<file path="src/rtl/life_pkg.sv">
`default_nettype none
// ============================================================================
// Module      : life_pkg
// Description : Shared geometry constants, sequencer states and address
//               packing helpers for the Life frame-memory row path.
// Revision    : 1.0 - initial release
// ============================================================================
package life_pkg;

    localparam int ROW_BITS    = 640;
    localparam int WORDS       = 40;
    localparam int ROWS        = 480;
    localparam int LINES       = 525;
    localparam int BLANK_START = 640;
    localparam int LINE_END    = 799;

    typedef enum logic [2:0] {
        IDLE  = 3'd0,
        WRITE = 3'd1,
        READ  = 3'd2,
        DRAIN = 3'd3,
        DONE  = 3'd4
    } seq_state_t;

    // Memory word address: {bank, rowIndex[8:0], word[5:0]}
    function automatic logic [15:0] pack_addr(input logic b, input logic [8:0] ri,
                                              input logic [5:0] w);
        return {b, ri, w};
    endfunction

    function automatic logic [15:0] row_word(input logic [ROW_BITS-1:0] r,
                                             input logic [5:0] w);
        return r[{w, 4'b0000} +: 16];
    endfunction

endpackage
`default_nettype wire

</file>
<file path="src/rtl/row_memory_sequencer_if.sv">
`default_nettype none
// ============================================================================
// Module      : row_memory_sequencer_if
// Description : Word request/response bus between the row sequencer and the
//               external 16-bit frame memory.
// Revision    : 1.0 - initial release
// ============================================================================
interface row_memory_sequencer_if;

    logic        memReq;
    logic        memWe;
    logic [15:0] memAddr;
    logic [15:0] memWData;
    logic        memGnt;
    logic [15:0] memRData;
    logic        memRValid;

    modport master (
        output memReq, memWe, memAddr, memWData,
        input  memGnt, memRData, memRValid
    );

    modport slave (
        input  memReq, memWe, memAddr, memWData,
        output memGnt, memRData, memRValid
    );

endinterface
`default_nettype wire

</file>
<file path="src/rtl/row_shadow_buffer.sv">
`default_nettype none
// ============================================================================
// Module      : row_shadow_buffer
// Description : 640-bit row store with whole-row load, 16-bit word write and
//               whole-row read.
// Revision    : 1.0 - initial release
// ============================================================================
module row_shadow_buffer
    import life_pkg::*;
(
    input  wire logic                clkDiv,
    input  wire logic                rst,
    input  wire logic                load,
    input  wire logic [ROW_BITS-1:0] load_row,
    input  wire logic                word_we,
    input  wire logic [5:0]          word_idx,
    input  wire logic [15:0]         word_data,
    output      logic [ROW_BITS-1:0] row_data
);

    logic [15:0] words [0:WORDS-1];

    always_ff @(posedge clkDiv or posedge rst) begin
        if (rst) begin
            for (int i = 0; i < WORDS; i++) begin
                words[i] <= 16'h0000;
            end
        end else if (load) begin
            for (int i = 0; i < WORDS; i++) begin
                words[i] <= load_row[16*i +: 16];
            end
        end else if (word_we && (word_idx < 6'(WORDS))) begin
            // Indices 40..63 address unused slots and are dropped
            words[word_idx] <= word_data;
        end
    end

    generate
        for (genvar i = 0; i < WORDS; i++) begin : g_pack
            assign row_data[16*i +: 16] = words[i];
        end
    endgenerate

endmodule
`default_nettype wire

</file>
<file path="src/rtl/row_memory_sequencer.sv">
`default_nettype none
// ============================================================================
// Module      : row_memory_sequencer
// Description : Blanking-time mover: writes back the computed row, fetches the
//               row two lines ahead and presents it atomically on readRow.
// Revision    : 1.0 - initial release
// ============================================================================
module row_memory_sequencer
    import life_pkg::*;
(
    input  wire logic                clkDiv,
    input  wire logic                rst,
    input  wire logic [9:0]          row,
    input  wire logic [9:0]          column,
    input  wire logic [ROW_BITS-1:0] writeRow,
    output      logic [ROW_BITS-1:0] readRow,
    output      logic                reading,
    row_memory_sequencer_if.master   mem,
    output      logic                bank,
    output      logic                overrun
);

    localparam logic [5:0] LAST_WORD = 6'(WORDS - 1);

    seq_state_t          state;
    logic [5:0]          k;
    logic [5:0]          r;
    logic [8:0]          write_line;
    logic [8:0]          fetch_line;
    logic                fetch_ok;

    logic                trigger;
    logic                line_end;
    logic [8:0]          write_calc;
    logic [9:0]          fetch_calc;
    logic                write_calc_ok;
    logic                fetch_calc_ok;
    logic                rvalid_take;
    logic [ROW_BITS-1:0] wshadow_row;
    logic [ROW_BITS-1:0] rshadow_row;

    always_comb begin
        trigger       = (column == 10'(BLANK_START));
        line_end      = (column == 10'(LINE_END));
        write_calc    = 9'(row - 10'd1);
        fetch_calc    = row + 10'd2;
        if (fetch_calc >= 10'(LINES)) begin
            fetch_calc = fetch_calc - 10'(LINES);
        end
        write_calc_ok = (row >= 10'd1) && (row <= 10'(ROWS));
        fetch_calc_ok = (fetch_calc < 10'(ROWS));
        rvalid_take   = mem.memRValid && ((state == READ) || (state == DRAIN));
    end

    row_shadow_buffer u_wshadow (
        .clkDiv    (clkDiv),
        .rst       (rst),
        .load      (trigger && (state == IDLE)),
        .load_row  (writeRow),
        .word_we   (1'b0),
        .word_idx  (6'd0),
        .word_data (16'h0000),
        .row_data  (wshadow_row)
    );

    row_shadow_buffer u_rshadow (
        .clkDiv    (clkDiv),
        .rst       (rst),
        .load      (1'b0),
        .load_row  ('0),
        .word_we   (rvalid_take),
        .word_idx  (r),
        .word_data (mem.memRData),
        .row_data  (rshadow_row)
    );

    always_ff @(posedge clkDiv or posedge rst) begin
        if (rst) begin
            state        <= IDLE;
            k            <= 6'd0;
            r            <= 6'd0;
            write_line   <= 9'd0;
            fetch_line   <= 9'd0;
            fetch_ok     <= 1'b0;
            readRow      <= '0;
            reading      <= 1'b0;
            mem.memReq   <= 1'b0;
            mem.memWe    <= 1'b0;
            mem.memAddr  <= 16'h0000;
            mem.memWData <= 16'h0000;
            bank         <= 1'b0;
            overrun      <= 1'b0;
        end else begin
            if (line_end && (row == 10'(ROWS))) begin
                bank <= ~bank;
            end
            if ((trigger || line_end) && (state != IDLE)) begin
                overrun <= 1'b1;
            end
            if (rvalid_take) begin
                r <= r + 6'd1;
            end

            case (state)
                IDLE: begin
                    if (trigger) begin
                        write_line <= write_calc;
                        fetch_line <= fetch_calc[8:0];
                        fetch_ok   <= fetch_calc_ok;
                        reading    <= 1'b0;
                        k          <= 6'd0;
                        r          <= 6'd0;
                        // Word 0 comes straight from writeRow; the shadow loads on this edge
                        if (write_calc_ok) begin
                            state        <= WRITE;
                            mem.memReq   <= 1'b1;
                            mem.memWe    <= 1'b1;
                            mem.memAddr  <= pack_addr(~bank, write_calc, 6'd0);
                            mem.memWData <= writeRow[15:0];
                        end else if (fetch_calc_ok) begin
                            state       <= READ;
                            mem.memReq  <= 1'b1;
                            mem.memWe   <= 1'b0;
                            mem.memAddr <= pack_addr(bank, fetch_calc[8:0], 6'd0);
                        end else begin
                            state <= DONE;
                        end
                    end
                end
                WRITE: begin
                    if (mem.memGnt) begin
                        if (k == LAST_WORD) begin
                            k         <= 6'd0;
                            mem.memWe <= 1'b0;
                            if (fetch_ok) begin
                                state       <= READ;
                                mem.memAddr <= pack_addr(bank, fetch_line, 6'd0);
                            end else begin
                                state      <= DONE;
                                mem.memReq <= 1'b0;
                            end
                        end else begin
                            k            <= k + 6'd1;
                            mem.memAddr  <= pack_addr(~bank, write_line, k + 6'd1);
                            mem.memWData <= row_word(wshadow_row, k + 6'd1);
                        end
                    end
                end
                READ: begin
                    if (mem.memGnt) begin
                        if (k == LAST_WORD) begin
                            k          <= 6'd0;
                            mem.memReq <= 1'b0;
                            state      <= DRAIN;
                        end else begin
                            k           <= k + 6'd1;
                            mem.memAddr <= pack_addr(bank, fetch_line, k + 6'd1);
                        end
                    end
                end
                DRAIN: begin
                    if ((r == 6'(WORDS)) || (rvalid_take && (r == LAST_WORD))) begin
                        state <= DONE;
                    end
                end
                DONE: begin
                    // Row and flag change on the same edge so no stale row is seen with reading high
                    readRow <= fetch_ok ? rshadow_row : '0;
                    reading <= 1'b1;
                    state   <= IDLE;
                end
                default: begin
                    state <= IDLE;
                end
            endcase
        end
    end

endmodule
`default_nettype wire

</file>
<file path="src/flat_wrapper.sv">
// flat-port wrapper written by rule: the top's interface ports become plain ports
module row_memory_sequencer_flat import life_pkg::*;
  (clkDiv, rst, row, column, writeRow, readRow, reading, bank, overrun, mem_memReq, mem_memWe, mem_memAddr, mem_memWData, mem_memGnt, mem_memRData, mem_memRValid);
  row_memory_sequencer_if mem_i ();
  input  wire logic clkDiv;
  input  wire logic rst;
  input  wire logic [9:0] row;
  input  wire logic [9:0] column;
  input  wire logic [ROW_BITS-1:0] writeRow;
  output      logic [ROW_BITS-1:0] readRow;
  output      logic reading;
  output      logic bank;
  output      logic overrun;
  output wire logic [$bits(mem_i.memReq)-1:0] mem_memReq;
  output wire logic [$bits(mem_i.memWe)-1:0] mem_memWe;
  output wire logic [$bits(mem_i.memAddr)-1:0] mem_memAddr;
  output wire logic [$bits(mem_i.memWData)-1:0] mem_memWData;
  input wire logic [$bits(mem_i.memGnt)-1:0] mem_memGnt;
  input wire logic [$bits(mem_i.memRData)-1:0] mem_memRData;
  input wire logic [$bits(mem_i.memRValid)-1:0] mem_memRValid;
  assign mem_memReq = mem_i.memReq;
  assign mem_memWe = mem_i.memWe;
  assign mem_memAddr = mem_i.memAddr;
  assign mem_memWData = mem_i.memWData;
  assign mem_i.memGnt = mem_memGnt;
  assign mem_i.memRData = mem_memRData;
  assign mem_i.memRValid = mem_memRValid;
  row_memory_sequencer u_core (.clkDiv(clkDiv), .rst(rst), .row(row), .column(column), .writeRow(writeRow), .readRow(readRow), .reading(reading), .mem(mem_i), .bank(bank), .overrun(overrun));
endmodule
</file>
<file path="config.mk">
export PLATFORM = sky130hd
export DESIGN_NAME = row_memory_sequencer_flat
export DESIGN_NICKNAME = d
export VERILOG_FILES = /design/src/rtl/life_pkg.sv /design/src/rtl/row_memory_sequencer_if.sv /design/src/rtl/row_shadow_buffer.sv /design/src/rtl/row_memory_sequencer.sv /design/src/flat_wrapper.sv
export SDC_FILE = /design/constraint.sdc
export NUM_CORES = 2
export LEC_CHECK = 0
export ABC_AREA = 1
export ABC_CLOCK_PERIOD_IN_PS = 24400
export CORE_AREA = 2 2 526 528
export DETAILED_ROUTE_END_ITERATION = 6
export DIE_AREA = 0 0 528 530
export HOLD_SLACK_MARGIN = 0.02
export PLACE_DENSITY = 0.59
export SLEW_MARGIN = 15
export SYNTH_ARGS = -nofsm -noshare
export SYNTH_HDL_FRONTEND = slang
export SYNTH_HIERARCHICAL = 1
export SYNTH_SLANG_ARGS = --single-unit
</file>
<file path="constraint.sdc">
create_clock -name clkDiv -period 24.4 [get_ports clkDiv]
set_clock_uncertainty 0.05 [all_clocks]
set_input_delay 4.88 -clock clkDiv [delete_from_list [all_inputs] [get_ports clkDiv]]
set_output_delay 4.88 -clock clkDiv [all_outputs]
set_load 0.02 [all_outputs]
</file>
[Yosys cells after proc, flatten, opt, wreduce, memory -nomap -nowiden]
Cells that the tools add are included.
Storage, ports and cells
  bits in registers: 1991
  bits in latches: 0
  RAM bits: 0
  memory bits (read-only): 0
  output and inout port bits: 677
  logic and storage cells: 209
  memories kept: 0
Operators by class
  add/sub/neg operators: 5
  $mul: 0
  divide/modulo/power cells: 0
  $lt $le $gt $ge: 7
  equality and inequality tests: 23
  shift operators: 1
  multiplexer cells: 51
  bitwise operators: 2
  reductions and logical operators: 26
Operators with widths (number)
  $bwmux 640: 1
  $mux 640: 1
  $shiftx 640x11->16: 1
  $mux 16: 13
  $demux 16 s6: 1
  $pmux 16 s3: 1
  $mux 6: 6
  $pmux 16 s2: 1
  $mux 3: 9
  $eq 10x10->1 const B: 2
  $eq 6x6->1 const B: 3
  $ne 2x2->1 const B: 7
  $add 6x1->6 const B: 2
  $mux 1: 12
  $pmux 3 s4: 1
  $pmux 6 s2: 1
  $add 10x2->10 const B: 1
  $eq 10x9->1 const B: 1
  $ge 10x1->1 const B: 1
  $ge 10x10->1 const B: 1
  $le 10x9->1 const B: 1
  $lt 10x9->1 const B: 1
  $mux 10: 1
  $reduce_and 5->1: 2
  26 further kinds: 44

[Depth between registers and ports, before layout]
  depth in word-level cells: 8
  depth in mapped cells: 21

[Modules after synthesis]
The synthesis kept the hierarchy.
Modules (own cells, without submodules)
  row_shadow_buffer: instances 2, cells an instance 4996, area each 33861.2 um^2
  row_memory_sequencer: instances 1, cells an instance 4499, area each 35225.0 um^2

[Least setup slack after synthesis]
No wires, ideal clock.
  kind: input-to-reg
  from: input port column[2]
  to: register u_core.u_wshadow.words, in the netlist u_core/u_wshadow/row_data[400]
  arrival time: 7.030 ns
  required time: 24.284 ns
  slack: 17.254 ns
  stages on the path: 14
  buffers on the path: 5
  cells stage by stage: nor2_1 nand2_1 nor3_1 inv_1 nor2_1 clkbuf_1 buf_2 buf_2 clkbuf_1 clkbuf_1 nand2_1 nand2_1 nand2_1 nand2_1
Between the ends
  word-level cells in the longest chain between the ends: 2
RTL lines
  start, declared: RTL line flat_wrapper.sv:8  | input wire logic [9:0] column;
  $eq 10x10->1: RTL line row_memory_sequencer.sv:43  | trigger = (column == 10'(BLANK_START));
  $logic_and 1x1->1: RTL line row_memory_sequencer.sv:58  | .load (trigger && (state == IDLE)),
  end signal, assigned by index: RTL line row_shadow_buffer.sv:30  | words[i] <= load_row[16*i +: 16];
  end signal, assigned by index: RTL line row_shadow_buffer.sv:34  | words[word_idx] <= word_data;
  end, declared: RTL line row_shadow_buffer.sv:21  | logic [15:0] words [0:WORDS-1];
No other way between the ends.
A chain may end at the register's enable or synchronous reset.

==> results.yml <==
timing:
  fin_tns_setup_ns: 0
  setup_violations: 0
  maxSlewHeadroom_pct: -400
  fmax_mhz: 107
  final_max_slew_viol_count: 655
  final-hold-violation-count: 0
  post-route-period-util_pct: 38.5
  rsz0062_at_grt: "no"
  worst_pin_slew_ns: 7.47
  min_period_ns: 9.38
logic_synthesis:
  synthMuxAreaShare_pct: 0.301
  avgSynthCellArea_um2: 7.10
  synth_top_family_by_area: "simple AND/OR/NAND/NOR gates"
  synth_compound_area_share_pct: 6.55
  ys_ff_latch: 1991
  synthSimpleGateAreaFrac_pct: 39.6
  ys.flop_type: "dfrtp_1"
  async_reset_ff_share_pct: 100
  synth-seq-area-share_pct: 48.4
  synthesis.area_um2: 103000
  synth_edf_count: 0
  syn_inst: 14500
  ys_types: 52
  yosysWarnings: 6
  synth_fa_ha_area_share_pct: 0.146
  synth_xor_area_share_pct: 0.179
global_routing:
  overflow: 0
  grt_pass1_wl_um: 670000
  antenna_found_initial: 36
  grt_usage_pct: 32.2
  grt_max_degree: 681
  grt_pass1_vias: 96000
pwr:
  seq_power_share_pct: 38.4
  p_sw_share_pct: 34.9
  comb_power_share_pct: 23.5
  p_per_area_nw_per_um2: 73.6
  peakVddDrop_uv: 96.3
  switchingPower_mw: 3.29
  p_int_mw: 6.13
  power_frac_clock_pct: 38.1
  p_leak_nw: 63.9
routing:
  dr_total_vias: 104000
  wl_um: 466000
  dr.pass1.iters: 7
  avgViaCountPerCell: 5.30
  drt.antenna.violating_nets: 0
  routedWlPerCell_um: 23.8
  drcViolationCount: 0
  drtIter0Drc: 14300
outcome:
  status: "complete, but fails checks"
  violations: "slew limit"
clock_tree:
  cts_root_buf: "clkbuf_16"
  clk_latency_ns: 0.92
  cts_tree: "done"
  cts_setup_buffers: 0
  htree_num_levels: 4
  hold_buffers: 0
  cts.path.max_buffers: 3
  cts_buffers: 223
  clk_pin_slew_ns: 0.06
  cts.sinks: 1991
  post_cts_resize_count: 0
worst_setup_path:
  critPathArrivalTime_ns: 10.22
  worstSetupEndpointType: "async pin"
  cpMostUsedCell: "buf_4"
  cpLargestDelayFamily: "buffers and inverters"
  r2r_cells: 11
  crit_type: "in -> async"
  cp_slowest_stage_delay_ns: 0.78
  worst-path-buf-inv: 7
  crit_slowest_cell: "buf_4"
  required_ns: 25.24
  crit_fanout: 162
  crit_chain: "clkdlybuf4s50_1, inv_8, buf_4, buf_12, buf_12, buf_4, buf_4"
  critPathLaunchType: "input port"
  cp.depth: 7
layout:
  nets: 16500
  drive_above_1_share_pct: 5.03
  postLayoutCellArea_um2: 128000
  area_growth_pct: 24.4
placed_design:
  post-dp-hpwl_um: 305000
  portBuffers: 1356
  gp_congestion: 0.953
  placed_area_um2: 120000
die:
  dieArea_um2: 280000
  die_height_um: 530
  die_w_um: 528
  core-area_um2: 275000
  start_util_pct: 37.5
  ios: 1357
  rows: 193
run:
  cap_violations: 0
min_path:
  worstHoldPathCells: 2
  hold_class: "reg -> reg"
[Yosys cell counts (13+ instances only)]
library cell,n,area share (%)
nand2_1,7868,29
dfrtp_1,1991,48
nand3_1,1368,6.7
o21ai_0,922,4.5
clkbuf_1,726,2.6
nor2_1,494,1.8
nand2_2,150,0.91
buf_2,145,0.70
inv_1,124,0.45
o211ai_1,102,0.74
buf_1,90,0.33
nor2_2,68,0.41
o32ai_1,62,0.53
buf_4,55,0.40
nand2_4,41,0.45
mux2i_1,31,0.30
o221ai_1,30,0.26
a21oi_1,26,0.13
nor2_4,25,0.27
nand4_1,19,0.12
o22ai_1,17,0.10
xor2_1,16,0.14
a31oi_1,15,0.091
a21boi_0,13,0.095
[power groups by stage]
stage / registers [mW] / logic (mW) / clock network (mW)
floorplan: 3.66 / 1.24 / 0
global placement: 3.66 / 2.10 / 0
detailed placement: 3.66 / 2.10 / 0
CTS: 3.61 / 2.11 / 3.63
global route: 3.63 / 2.36 / 3.77
finish: 3.61 / 2.22 / 3.59
[stage by stage]
step | setup slack [ns] | total power, mW | hold WS [ns] | std cells | util, %
2_1_floorplan | 1.54 | 4.91 | 0.392 | 15200 | -
3_3_place_gp | 14.02 | 5.77 | 0.409 | 19200 | 43.7
3_5_place_dp | 14.01 | 5.76 | 0.412 | 19200 | 43.7
4_1_cts | 14.92 | 9.34 | 0.427 | 19600 | 46.6
5_1_grt | 14.46 | 9.75 | 0.442 | 19600 | 46.6
6_report | 15.02 | 9.42 | 0.428 | 19600 | 46.6
[worst register-to-register path: stages, from the launching register on]
cell	delay [ns]
dfrtp_1	0.51
inv_1	0.15
nand3_4	0.42
buf_4	0.65
buf_12	0.53
buf_4	1.01
buf_4	0.84
buf_4	0.76
buf_4	0.85
buf_4	0.84
nand2_1	0.20
o21ai_0	0.12
[registers in the layout (all words and copies together) (netlist names)]
name                       count
u_core/bank                    1
u_core/fetch_line              9
u_core/fetch_ok                1
u_core/k                       6
u_core/mem.memAddr            16
u_core/mem.memReq              1
u_core/mem.memWData           16
u_core/mem.memWe               1
u_core/overrun                 1
u_core/r                       6
u_core/readRow               640
u_core/reading                 1
u_core/state                   3
u_core/u_rshadow/row_data    640
u_core/u_wshadow/row_data    640
u_core/write_line              9
[layout make-up]
cell class / count / area (um2)
well taps: 3607 / 4510
clock buffers: 336 / 6680
flip-flops and latches: 1991 / 49800
clock inverters: 78 / 1130
inverters: 139 / 556
diodes: 14 / 35.0
fillers: 27700 / 147000
repair buffers: 1451 / 14400
multi-input cells: 12000 / 50800
[logic make-up (layout without fill, tap and decap cells)]
family          after synthesis  count (layout)
other cells                   1             686
buf+inv                    1176            2004
mux                          31              31
xor+xnor                     18              18
simple gates              10100           10100
fa+ha+maj                    12              12
compound gates             1204            1204
flops                      1991            1991
[layer usage]
layer  global-route usage (%)  wire [um]
met3                     8.79      51700
met4                     15.1      24000
met2                     46.4     196000
met5                        0        294
met1                     44.7     194000
[layout by cell type, fill, tap and decap left out, drive strengths merged, types with 8 or more instances in the layout]
master / count
nand2: 8060
dfrtp: 1991
nand3: 1380
clkdlybuf4s50: 1356
o21ai: 924
conb: 672
nor2: 589
clkbuf: 336
inv: 137
o211ai: 102
buf: 95
o32ai: 62
clkinv: 55
mux2i: 31
o221ai: 30
a21oi: 26
nand4: 19
o22ai: 17
xor2: 17
bufinv: 16
a31oi: 15
a21boi: 15
diode: 14
ha: 12
clkinvlp: 9
nor3: 8
[final timing paths]
check                                        from                              to  slack [ns]
setup reg to reg                  u_core/state[1]             u_core/readRow[321]       17.39
hold reg to reg            u_core/mem.memAddr[13]          u_core/mem.memAddr[13]        0.43
max in group clkDiv                     column[2]  u_core/u_wshadow/row_data[532]       15.36
hold / removal             u_core/mem.memAddr[13]          u_core/mem.memAddr[13]        0.43
setup / recovery                              rst  u_core/u_wshadow/row_data[441]       15.02
min in group asynchronous                     rst             u_core/readRow[471]        4.66
Note: power is estimated with default switching activity, not from simulation.
